File: src/rtl/apb_bridge_ctrl_if.sv
// APB slave bus bundle for the APB-to-AXI-lite bridge transaction controller.
interface apb_bridge_ctrl_if #(
   parameter int unsigned ADDR_WIDTH = 32,
   parameter int unsigned DATA_WIDTH = 32
);
   logic [ADDR_WIDTH-1:0]   s_apb_paddr;
   logic                    s_apb_psel;
   logic                    s_apb_penable;
   logic                    s_apb_pwrite;
   logic [DATA_WIDTH-1:0]   s_apb_pwdata;
   logic [DATA_WIDTH/8-1:0] s_apb_pstrb;
   logic [DATA_WIDTH-1:0]   s_apb_prdata;
   logic                    s_apb_pready;
   logic                    s_apb_pslverr;

   modport slave (
      input  s_apb_paddr, s_apb_psel, s_apb_penable, s_apb_pwrite, s_apb_pwdata, s_apb_pstrb,
      output s_apb_prdata, s_apb_pready, s_apb_pslverr
   );

   modport master (
      output s_apb_paddr, s_apb_psel, s_apb_penable, s_apb_pwrite, s_apb_pwdata, s_apb_pstrb,
      input  s_apb_prdata, s_apb_pready, s_apb_pslverr
   );
endinterface

File: src/rtl/apb_bridge_ctrl.sv
// APB-side transaction controller: captures APB requests, fires one start pulse
// toward the CDC synchronisers, waits for the matching response and completes APB.
module apb_bridge_ctrl #(
   parameter int unsigned ADDR_WIDTH     = 32,
   parameter int unsigned DATA_WIDTH     = 32,
   parameter int unsigned TIMEOUT_CYCLES = 1024,
   parameter int unsigned MIN_GAP        = 4
) (
   input  logic                    apb_clk,
   input  logic                    sys_aresetn,
   apb_bridge_ctrl_if.slave        apb,
   output logic                    apb_cd_start_read,
   output logic                    apb_cd_start_write,
   input  logic                    apb_cd_read_data_valid,
   input  logic                    apb_cd_done_write,
   output logic [ADDR_WIDTH-1:0]   cmd_addr,
   output logic [DATA_WIDTH-1:0]   cmd_wdata,
   output logic [DATA_WIDTH/8-1:0] cmd_wstrb,
   input  logic [DATA_WIDTH-1:0]   rsp_rdata,
   input  logic                    rsp_err,
   output logic                    busy,
   output logic                    stray_rsp
);
   localparam int unsigned STRB_W  = DATA_WIDTH / 8;
   localparam int unsigned TO_W    = $clog2(TIMEOUT_CYCLES + 1);
   localparam int unsigned GAP_W   = $clog2(MIN_GAP);
   localparam int unsigned CNT_RAW = (TO_W > GAP_W) ? TO_W : GAP_W;
   localparam int unsigned CNT_W   = (CNT_RAW == 0) ? 1 : CNT_RAW;
   localparam bit          TO_EN   = (TIMEOUT_CYCLES != 0);

   localparam logic [2:0] ST_IDLE  = 3'd0;
   localparam logic [2:0] ST_ISSUE = 3'd1;
   localparam logic [2:0] ST_WAIT  = 3'd2;
   localparam logic [2:0] ST_RESP  = 3'd3;
   localparam logic [2:0] ST_GAP   = 3'd4;

   logic [2:0]            r_state,       w_state;
   logic [CNT_W-1:0]      r_cnt,         w_cnt;
   logic                  r_is_write,    w_is_write;
   logic                  r_start_read,  w_start_read;
   logic                  r_start_write, w_start_write;
   logic                  r_pready,      w_pready;
   logic [DATA_WIDTH-1:0] r_prdata,      w_prdata;
   logic                  r_pslverr,     w_pslverr;
   logic                  r_stray,       w_stray;
   logic                  r_busy,        w_busy;
   logic [ADDR_WIDTH-1:0] r_cmd_addr,    w_cmd_addr;
   logic [DATA_WIDTH-1:0] r_cmd_wdata,   w_cmd_wdata;
   logic [STRB_W-1:0]     r_cmd_wstrb,   w_cmd_wstrb;
   logic                  w_match;
   logic                  w_unused_penable;

   // Capture happens in the setup phase, so penable carries no information here.
   assign w_unused_penable = apb.s_apb_penable;

   always_ff @(posedge apb_clk or negedge sys_aresetn) begin
      if (!sys_aresetn) begin
         r_state       <= ST_IDLE;
         r_cnt         <= '0;
         r_is_write    <= 1'b0;
         r_start_read  <= 1'b0;
         r_start_write <= 1'b0;
         r_pready      <= 1'b0;
         r_prdata      <= '0;
         r_pslverr     <= 1'b0;
         r_stray       <= 1'b0;
         r_busy        <= 1'b0;
         r_cmd_addr    <= '0;
         r_cmd_wdata   <= '0;
         r_cmd_wstrb   <= '0;
      end else begin
         r_state       <= w_state;
         r_cnt         <= w_cnt;
         r_is_write    <= w_is_write;
         r_start_read  <= w_start_read;
         r_start_write <= w_start_write;
         r_pready      <= w_pready;
         r_prdata      <= w_prdata;
         r_pslverr     <= w_pslverr;
         r_stray       <= w_stray;
         r_busy        <= w_busy;
         r_cmd_addr    <= w_cmd_addr;
         r_cmd_wdata   <= w_cmd_wdata;
         r_cmd_wstrb   <= w_cmd_wstrb;
      end
   end

   always_comb begin
      w_state       = r_state;
      w_cnt         = r_cnt;
      w_is_write    = r_is_write;
      w_cmd_addr    = r_cmd_addr;
      w_cmd_wdata   = r_cmd_wdata;
      w_cmd_wstrb   = r_cmd_wstrb;
      w_start_read  = 1'b0;
      w_start_write = 1'b0;
      w_pready      = 1'b0;
      w_prdata      = '0;
      w_pslverr     = 1'b0;
      w_match       = r_is_write ? apb_cd_done_write : apb_cd_read_data_valid;
      w_stray       = apb_cd_read_data_valid | apb_cd_done_write;

      case (r_state)
         ST_IDLE: begin
            if (apb.s_apb_psel) begin
               w_is_write    = apb.s_apb_pwrite;
               w_cmd_addr    = apb.s_apb_paddr;
               w_cmd_wdata   = apb.s_apb_pwrite ? apb.s_apb_pwdata : '0;
               w_cmd_wstrb   = apb.s_apb_pwrite ? apb.s_apb_pstrb  : '0;
               w_start_read  = ~apb.s_apb_pwrite;
               w_start_write = apb.s_apb_pwrite;
               w_state       = ST_ISSUE;
            end
         end
         ST_ISSUE: begin
            w_cnt   = CNT_W'(TIMEOUT_CYCLES);
            w_state = ST_WAIT;
         end
         ST_WAIT: begin
            // Only the pulse of the other direction is stray while waiting.
            w_stray = r_is_write ? apb_cd_read_data_valid : apb_cd_done_write;
            if (w_match) begin
               w_pready  = 1'b1;
               w_prdata  = r_is_write ? '0 : rsp_rdata;
               w_pslverr = rsp_err;
               w_state   = ST_RESP;
            end else if (TO_EN && (r_cnt == CNT_W'(1))) begin
               w_pready  = 1'b1;
               w_pslverr = 1'b1;
               w_state   = ST_RESP;
            end else if (TO_EN) begin
               w_cnt = r_cnt - CNT_W'(1);
            end
         end
         ST_RESP: begin
            w_cnt   = CNT_W'(MIN_GAP - 1);
            w_state = ST_GAP;
         end
         ST_GAP: begin
            if (r_cnt == '0) begin
               w_state = ST_IDLE;
            end else begin
               w_cnt = r_cnt - CNT_W'(1);
            end
         end
         default: w_state = ST_IDLE;
      endcase

      w_busy = (w_state != ST_IDLE);
   end

   assign apb.s_apb_prdata  = r_prdata;
   assign apb.s_apb_pready  = r_pready;
   assign apb.s_apb_pslverr = r_pslverr;
   assign apb_cd_start_read  = r_start_read;
   assign apb_cd_start_write = r_start_write;
   assign cmd_addr  = r_cmd_addr;
   assign cmd_wdata = r_cmd_wdata;
   assign cmd_wstrb = r_cmd_wstrb;
   assign busy      = r_busy;
   assign stray_rsp = r_stray;
endmodule

File: src/flat_wrapper.sv
// flat-port wrapper written by rule: the top's interface ports become plain ports
module apb_bridge_ctrl_flat 
#(
   parameter int unsigned ADDR_WIDTH     = 32,
   parameter int unsigned DATA_WIDTH     = 32,
   parameter int unsigned TIMEOUT_CYCLES = 1024,
   parameter int unsigned MIN_GAP        = 4
)
  (apb_clk, sys_aresetn, apb_cd_start_read, apb_cd_start_write, apb_cd_read_data_valid, apb_cd_done_write, cmd_addr, cmd_wdata, cmd_wstrb, rsp_rdata, rsp_err, busy, stray_rsp, apb_s_apb_paddr, apb_s_apb_psel, apb_s_apb_penable, apb_s_apb_pwrite, apb_s_apb_pwdata, apb_s_apb_pstrb, apb_s_apb_prdata, apb_s_apb_pready, apb_s_apb_pslverr);
  apb_bridge_ctrl_if #(.ADDR_WIDTH(ADDR_WIDTH), .DATA_WIDTH(DATA_WIDTH)) apb_i ();
  input  logic apb_clk;
  input  logic sys_aresetn;
  output logic apb_cd_start_read;
  output logic apb_cd_start_write;
  input  logic apb_cd_read_data_valid;
  input  logic apb_cd_done_write;
  output logic [ADDR_WIDTH-1:0] cmd_addr;
  output logic [DATA_WIDTH-1:0] cmd_wdata;
  output logic [DATA_WIDTH/8-1:0] cmd_wstrb;
  input  logic [DATA_WIDTH-1:0] rsp_rdata;
  input  logic rsp_err;
  output logic busy;
  output logic stray_rsp;
  input wire logic [$bits(apb_i.s_apb_paddr)-1:0] apb_s_apb_paddr;
  input wire logic [$bits(apb_i.s_apb_psel)-1:0] apb_s_apb_psel;
  input wire logic [$bits(apb_i.s_apb_penable)-1:0] apb_s_apb_penable;
  input wire logic [$bits(apb_i.s_apb_pwrite)-1:0] apb_s_apb_pwrite;
  input wire logic [$bits(apb_i.s_apb_pwdata)-1:0] apb_s_apb_pwdata;
  input wire logic [$bits(apb_i.s_apb_pstrb)-1:0] apb_s_apb_pstrb;
  output wire logic [$bits(apb_i.s_apb_prdata)-1:0] apb_s_apb_prdata;
  output wire logic [$bits(apb_i.s_apb_pready)-1:0] apb_s_apb_pready;
  output wire logic [$bits(apb_i.s_apb_pslverr)-1:0] apb_s_apb_pslverr;
  assign apb_i.s_apb_paddr = apb_s_apb_paddr;
  assign apb_i.s_apb_psel = apb_s_apb_psel;
  assign apb_i.s_apb_penable = apb_s_apb_penable;
  assign apb_i.s_apb_pwrite = apb_s_apb_pwrite;
  assign apb_i.s_apb_pwdata = apb_s_apb_pwdata;
  assign apb_i.s_apb_pstrb = apb_s_apb_pstrb;
  assign apb_s_apb_prdata = apb_i.s_apb_prdata;
  assign apb_s_apb_pready = apb_i.s_apb_pready;
  assign apb_s_apb_pslverr = apb_i.s_apb_pslverr;
  apb_bridge_ctrl #(.ADDR_WIDTH(ADDR_WIDTH), .DATA_WIDTH(DATA_WIDTH), .TIMEOUT_CYCLES(TIMEOUT_CYCLES), .MIN_GAP(MIN_GAP)) u_core (.apb_clk(apb_clk), .sys_aresetn(sys_aresetn), .apb(apb_i), .apb_cd_start_read(apb_cd_start_read), .apb_cd_start_write(apb_cd_start_write), .apb_cd_read_data_valid(apb_cd_read_data_valid), .apb_cd_done_write(apb_cd_done_write), .cmd_addr(cmd_addr), .cmd_wdata(cmd_wdata), .cmd_wstrb(cmd_wstrb), .rsp_rdata(rsp_rdata), .rsp_err(rsp_err), .busy(busy), .stray_rsp(stray_rsp));
endmodule
File: config.mk
export PLATFORM = sky130hd
export DESIGN_NAME = apb_bridge_ctrl_flat
export DESIGN_NICKNAME = d
export VERILOG_FILES = /design/src/rtl/apb_bridge_ctrl_if.sv /design/src/rtl/apb_bridge_ctrl.sv /design/src/flat_wrapper.sv
export SDC_FILE = /design/constraint.sdc
export NUM_CORES = 1
export LEC_CHECK = 0
export ABC_AREA = 1
export CAP_MARGIN = 25
export CELL_PAD_IN_SITES_DETAIL_PLACEMENT = 2
export CELL_PAD_IN_SITES_GLOBAL_PLACEMENT = 2
export CORE_ASPECT_RATIO = 0.7
export CORE_MARGIN = 1.5
export CORE_UTILIZATION = 39
export DETAILED_ROUTE_END_ITERATION = 16
export DONT_BUFFER_PORTS = 1
export PLACE_DENSITY = 0.82
export RECOVER_POWER = 100
export SYNTH_ARGS = -nofsm -noshare
export SYNTH_HDL_FRONTEND = slang
export SYNTH_SLANG_ARGS = --single-unit
File: constraint.sdc
create_clock -name apb_clk -period 2.35 [get_ports apb_clk]
set_input_delay 0.705 -clock apb_clk [delete_from_list [all_inputs] [get_ports apb_clk]]
set_output_delay 0.705 -clock apb_clk [all_outputs]
set_load 0.005 [all_outputs]
Word-level counts from Yosys, hierarchy flattened

Cells that the tools add are included.

Bits in read-only memories: 0
Logic and storage cells: 56
Output and inout port bits: 106
Flip-flop bits (word level): 121
Memories kept: 0
Memory bits (writable): 0
Latch bits: 0

$add $sub $neg: 1
Multiply operators: 0
Equal/unequal tests: 8
Divide/modulo/power cells: 0
Bitwise operators: 2
Reductions and logical operators: 6
Shifts and indexed selects: 0
Multiplexer cells: 26
$lt $le $gt $ge: 0

Operators by type and width:

| cell                                                                   | count |
|---|---|
| 32-bit two-way mux                                                     | 4 |
| 11-bit one-hot mux with 4 select lines                                 | 1 |
| 11-bit two-way mux                                                     | 3 |
| 3-bit one-hot mux with 5 select lines                                  | 1 |
| 1-bit two-way mux                                                      | 12 |
| 3-bit two-way mux                                                      | 4 |
| 11-bit by 1-bit equality test with 1-bit output, second input constant | 1 |
| 11-bit zero test                                                       | 1 |
| 11-bit by 1-bit subtractor with 11-bit output, second input constant   | 1 |
| 3-bit by 2-bit equality test with 1-bit output, second input constant  | 2 |
| 2-bit != test, second input constant                                   | 3 |
| 4-bit two-way mux                                                      | 1 |
| 4-bit AND reduction                                                    | 1 |
| 4-bit nonzero test                                                     | 1 |
| 3-bit by 1-bit equality test with 1-bit output, second input constant  | 1 |
| 3-bit equality test, second input constant                             | 1 |
| 3-bit zero test                                                        | 1 |
| 3-bit nonzero test                                                     | 1 |
| 2-bit AND reduction                                                    | 1 |
| 1-bit inverter                                                         | 1 |
| 1-bit OR                                                               | 1 |

Logic depth before layout (Yosys ltp)

Depth in word-level cells: 5
Gate-level depth with buffers: 11

Worst setup path before layout

No wires, ideal clock.

Path type: input to register
From: input port apb_cd_done_write
To: register u_core.r_cnt[1]
Setup time: 0.126 ns
Stages: 8
Arrival time: 1.426 ns
Slack: 0.798 ns
Required time: 2.224 ns
Buffers on the path: 1
Cell sequence: inv_1 > o21ai_0 > inv_1 > nand2_1 > nand2_2 > nand2_4 > buf_6 > o21ai_0

Word-level cells in the longest chain between the ends: 3

Ends and longest elaborated chain:

| item                                 | line                   | source |
|---|---|---|
| start, declared                      | flat_wrapper.sv:16     | `input logic apb_cd_done_write;` |
| 1-bit two-way mux                    | apb_bridge_ctrl.sv:100 | `w_match = r_is_write ? apb_cd_done_write : apb_cd_read_data_valid;` |
| 2-bit != test (no source line)       | -                      |  |
| 4-bit AND reduction (no source line) | -                      |  |
| end signal, assigned                 | apb_bridge_ctrl.sv:73  | `r_cnt <= w_cnt;` |
| end, declared                        | apb_bridge_ctrl.sv:38  | `logic [CNT_W-1:0] r_cnt, w_cnt;` |

No other way between the ends.
A chain may end at the register's enable or synchronous reset.

Worst setup path after layout

From: register u_core.r_state[0]
To: register u_core.r_cmd_wdata[1] (netlist: u_core.cmd_wdata[1])

Word-level cells in the longest chain between the ends: 2

Ends and longest elaborated chain:

| item                                 | line                   | source |
|---|---|---|
| start, declared                      | apb_bridge_ctrl.sv:37  | `logic [2:0] r_state, w_state;` |
| start signal, assigned               | apb_bridge_ctrl.sv:72  | `r_state <= w_state;` |
| 3-bit zero test                      | apb_bridge_ctrl.sv:103 | `case (r_state)` |
| 2-bit AND reduction (no source line) | -                      |  |
| end signal, assigned                 | apb_bridge_ctrl.sv:83  | `r_cmd_wdata <= w_cmd_wdata;` |
| end, declared                        | apb_bridge_ctrl.sv:48  | `logic [DATA_WIDTH-1:0] r_cmd_wdata, w_cmd_wdata;` |

No other way between the ends.

==> flow_metrics.tcl <==
set metrics [dict create \
    path_clk_slew_ns 0.06 \
    path_class "register to register" \
    synth_top_area_share_pct 64.0 \
    synth_seq_cells 121 \
    detail_route.wl_per_cell_um 21.1 \
    avgSynthCellArea_um2 10.0 \
    pwr-share-comb_pct 27.2 \
    route.detailed.drc 0 \
    ys_types 28 \
    multi_input_area_um2 1470 \
    p_sw_mw 3.15 \
    core_region_area_um2 11800 \
    finalNetCount 585 \
    die-area_um2 12800 \
    grt_max_degree 122 \
    path_delay_family "buffers and inverters" \
    synth.net_count 582 \
    start_kind "register" \
    min_period_over_period_pct 88.4 \
    fin_hold_ws_ns -0.0143 \
    vdd_drop_max_mv 0.602 \
    antenna_found_initial 0 \
    dp_hpwl_um 9120 \
    ant_nets 0 \
    h-tree-depth 4 \
    swShare_pct 36.7 \
    setup_viol_count_final 0 \
    port_buffers 0 \
    hold_class "input port to asynchronous set/reset pin" \
    row_count 33 \
    worstMarginPinSlew_ns 1.02 \
    grt_setup_unrepaired "no" \
    cts_tree "done" \
    cp_max_fo 37 \
    yosysMostFrequentCell "nand2_1" \
    finish.instance_area_um2 5470 \
    clk_latency_ns 0.42 \
    hold_viol_final 20 \
    pin_count 214 \
    initial_core_util_pct 40.2 \
    cp_slowest_cell "dfrtp_1" \
    grt_pass1_wl_um 20900 \
    grt_remaining_overflow 0 \
    drive_gt1_share_pct 11.3 \
    synth_edf_count 0 \
    ys_top_cells_by_count "nand2_1, dfrtp_1, nor2_1" \
    slew_headroom_pct 31.8 \
    synth_area_um2 4730 \
    layout.area.seq_um2 3030 \
    crit_buf_inv 4 \
    layout_min_cycle_time_ns 2.08 \
    synth.area.top_cells "dfrtp_1, nand2_1, a22o_1, nor2_1, inv_1" \
    drtIter0Drc 94 \
    yosysWarnings 0 \
    cts.sinks 121 \
    die_x_um 135 \
    async_flop_share_pct 100 \
    pwr-share-seq_pct 39.4 \
    cp_slowest_stage_delay_ns 0.40 \
    die_h_um 95.2 \
    place_congestion 0.774 \
    synthCells 472 \
    areaGrowthSynthToFinish_pct 15.6 \
    fin_skew_ns 0.0121 \
    violations "negative hold slack" \
    internal-power_mw 5.43 \
    fin_setup_tns_ns 0 \
    clock_power_share_pct 33.4 \
    routed_wirelength_um 13600 \
    maxCapViolations 0 \
    cts_buffers 17 \
    cts_resized 0 \
    leakagePower_nw 2.78 \
    arrival_ns 2.42 \
    via_count 3351 \
    crit_chain "inv_2 > nand2_2 > inv_1 > nand3_4 > inv_2 > nand2_2 > inv_4 > a22o_1" \
    power.density_cell_area_nw_per_um2 1570 \
    clock_tree.buffer_depth 2 \
    cts_root_buf "clkbuf_16" \
    end_kind "register" \
    place_area_um2 4850 \
    via_per_inst 5.20 \
    timing.fmax_ghz 0.481 \
    cts_setup_buffers 0 \
    synth-main-ff-cell "dfrtp_1" \
    drt-pass1-iter-count 4 \
    grt_use_total_pct 22.0 \
    synth-seq-area-share_pct 64.0 \
    fillers 1214 \
    required_ns 2.69 \
    drv_slew 0 \
    synth_largest_area_cell "dfrtp_1" \
    grt_pass1_vias 3820 \
    outcome "complete, but fails checks" \
    antennaDiodeCount 0 \
    finish.utilization_pct 46.5 \
]
-- registers in the layout, summed over array words and instances, names as in the netlist, 3 cells and up --
| name | count |
|---|---|
| u_core.apb.s_apb_prdata | 32 |
| u_core.r_state | 3 |
| u_core.cmd_wdata | 32 |
| u_core.cmd_addr | 32 |
| u_core.cmd_wstrb | 4 |
| u_core.r_cnt | 11 |
-- per-layer routing --
metal  track usage [%]  up-vias  wire length [µm]
li1                  -     1505                 -
met3              8.45       16              1130
met5                 0        -                 0
met1              24.7     1687              5400
met2              38.2      143              6890
met4              9.14        0               193
-- power by group through the flow --
stage	sequential, mW	combinational (mW)	clock [mW]
6_report	3.38	2.33	2.87
5_1_grt	3.47	2.70	3.02
4_1_cts	3.40	2.46	2.94
3_5_place_dp	3.41	2.39	0
3_3_place_gp	3.38	2.20	0
2_1_floorplan	3.20	1.90	0
-- logic make-up (layout without fill, tap and decap cells) --
logic type,after synthesis,in the layout,synth area share [%]
AO/OA/AOI/OAI,51,51,8.33
XOR/XNOR,4,4,0.740
adder cells (fa/ha/maj),2,2,0.529
buffers and inverters,47,63,4.57
flip-flops,121,121,64.0
AND/OR/NAND/NOR,247,247,21.8
-- worst reg2reg max path: cells and delay by family, from the launching register on --
kind            cells  cell delay, ns
simple gates        3            0.49
buf+inv             4            0.86
compound gates      1            0.25
flops               1            0.40
-- final timing paths --
path	slack, ns	depth (start not counted)	start	end
setup / recovery	0.27	8	u_core.r_state[0]$_DFF_PN0_	u_core.cmd_wdata[1]$_DFFE_PN0P_
hold / removal	-0.01	0	sys_aresetn	u_core.apb.s_apb_prdata[14]$_DFF_PN0_
setup reg to reg	0.27	8	u_core.r_state[0]$_DFF_PN0_	u_core.cmd_wdata[1]$_DFFE_PN0P_
hold reg to reg	0.51	2	u_core.r_cnt[1]$_DFFE_PN0P_	u_core.r_cnt[1]$_DFFE_PN0P_
max in group asynchronous	2.12	0	sys_aresetn	u_core.busy$_DFF_PN0_
min in group apb_clk	0.35	1	apb_s_apb_pwrite	u_core.apb_cd_start_read$_DFF_PN0_
-- layout make-up --
class                      count  area share, %
inverter                      27           1.90
clock inverter                15           4.05
sequential                   121           55.4
tap                          157           3.59
clock buffer                  17           7.78
multi-input combinational    304           26.8
timing repair buffer           4          0.503
-- layout by cell type, fill, tap and decap left out, types with 2 or more instances in the layout --
cell	synthesis	routed
dfrtp_1	121	121
ha_1	2	2
nor2_1	49	51
o21ai_0	6	12
a22o_1	36	36
xor2_1	3	3
clkbuf_16	0	17
nand2_1	165	165
a21oi_1	2	2
nor2_4	3	2
nand3_1	14	14
clkinv_4	0	2
clkinv_2	0	4
bufinv_16	0	5
inv_6	0	3
inv_2	5	4
nand2_2	8	8
inv_1	20	21
buf_4	0	3
-- per-stage QoR --
step | setup slack [ns] | hold WS (ns) | power (mW) | std cells
floorplan | 0.798 | 0.409 | 5.11 | 472
global placement | 0.304 | 0.412 | 5.58 | 613
detailed placement | 0.193 | 0.412 | 5.80 | 613
CTS | 0.213 | -0.0294 | 8.80 | 645
global route | 0.0411 | -0.0345 | 9.19 | 645
finish | 0.272 | -0.0143 | 8.58 | 645
Power figures use the tool's default switching activity.
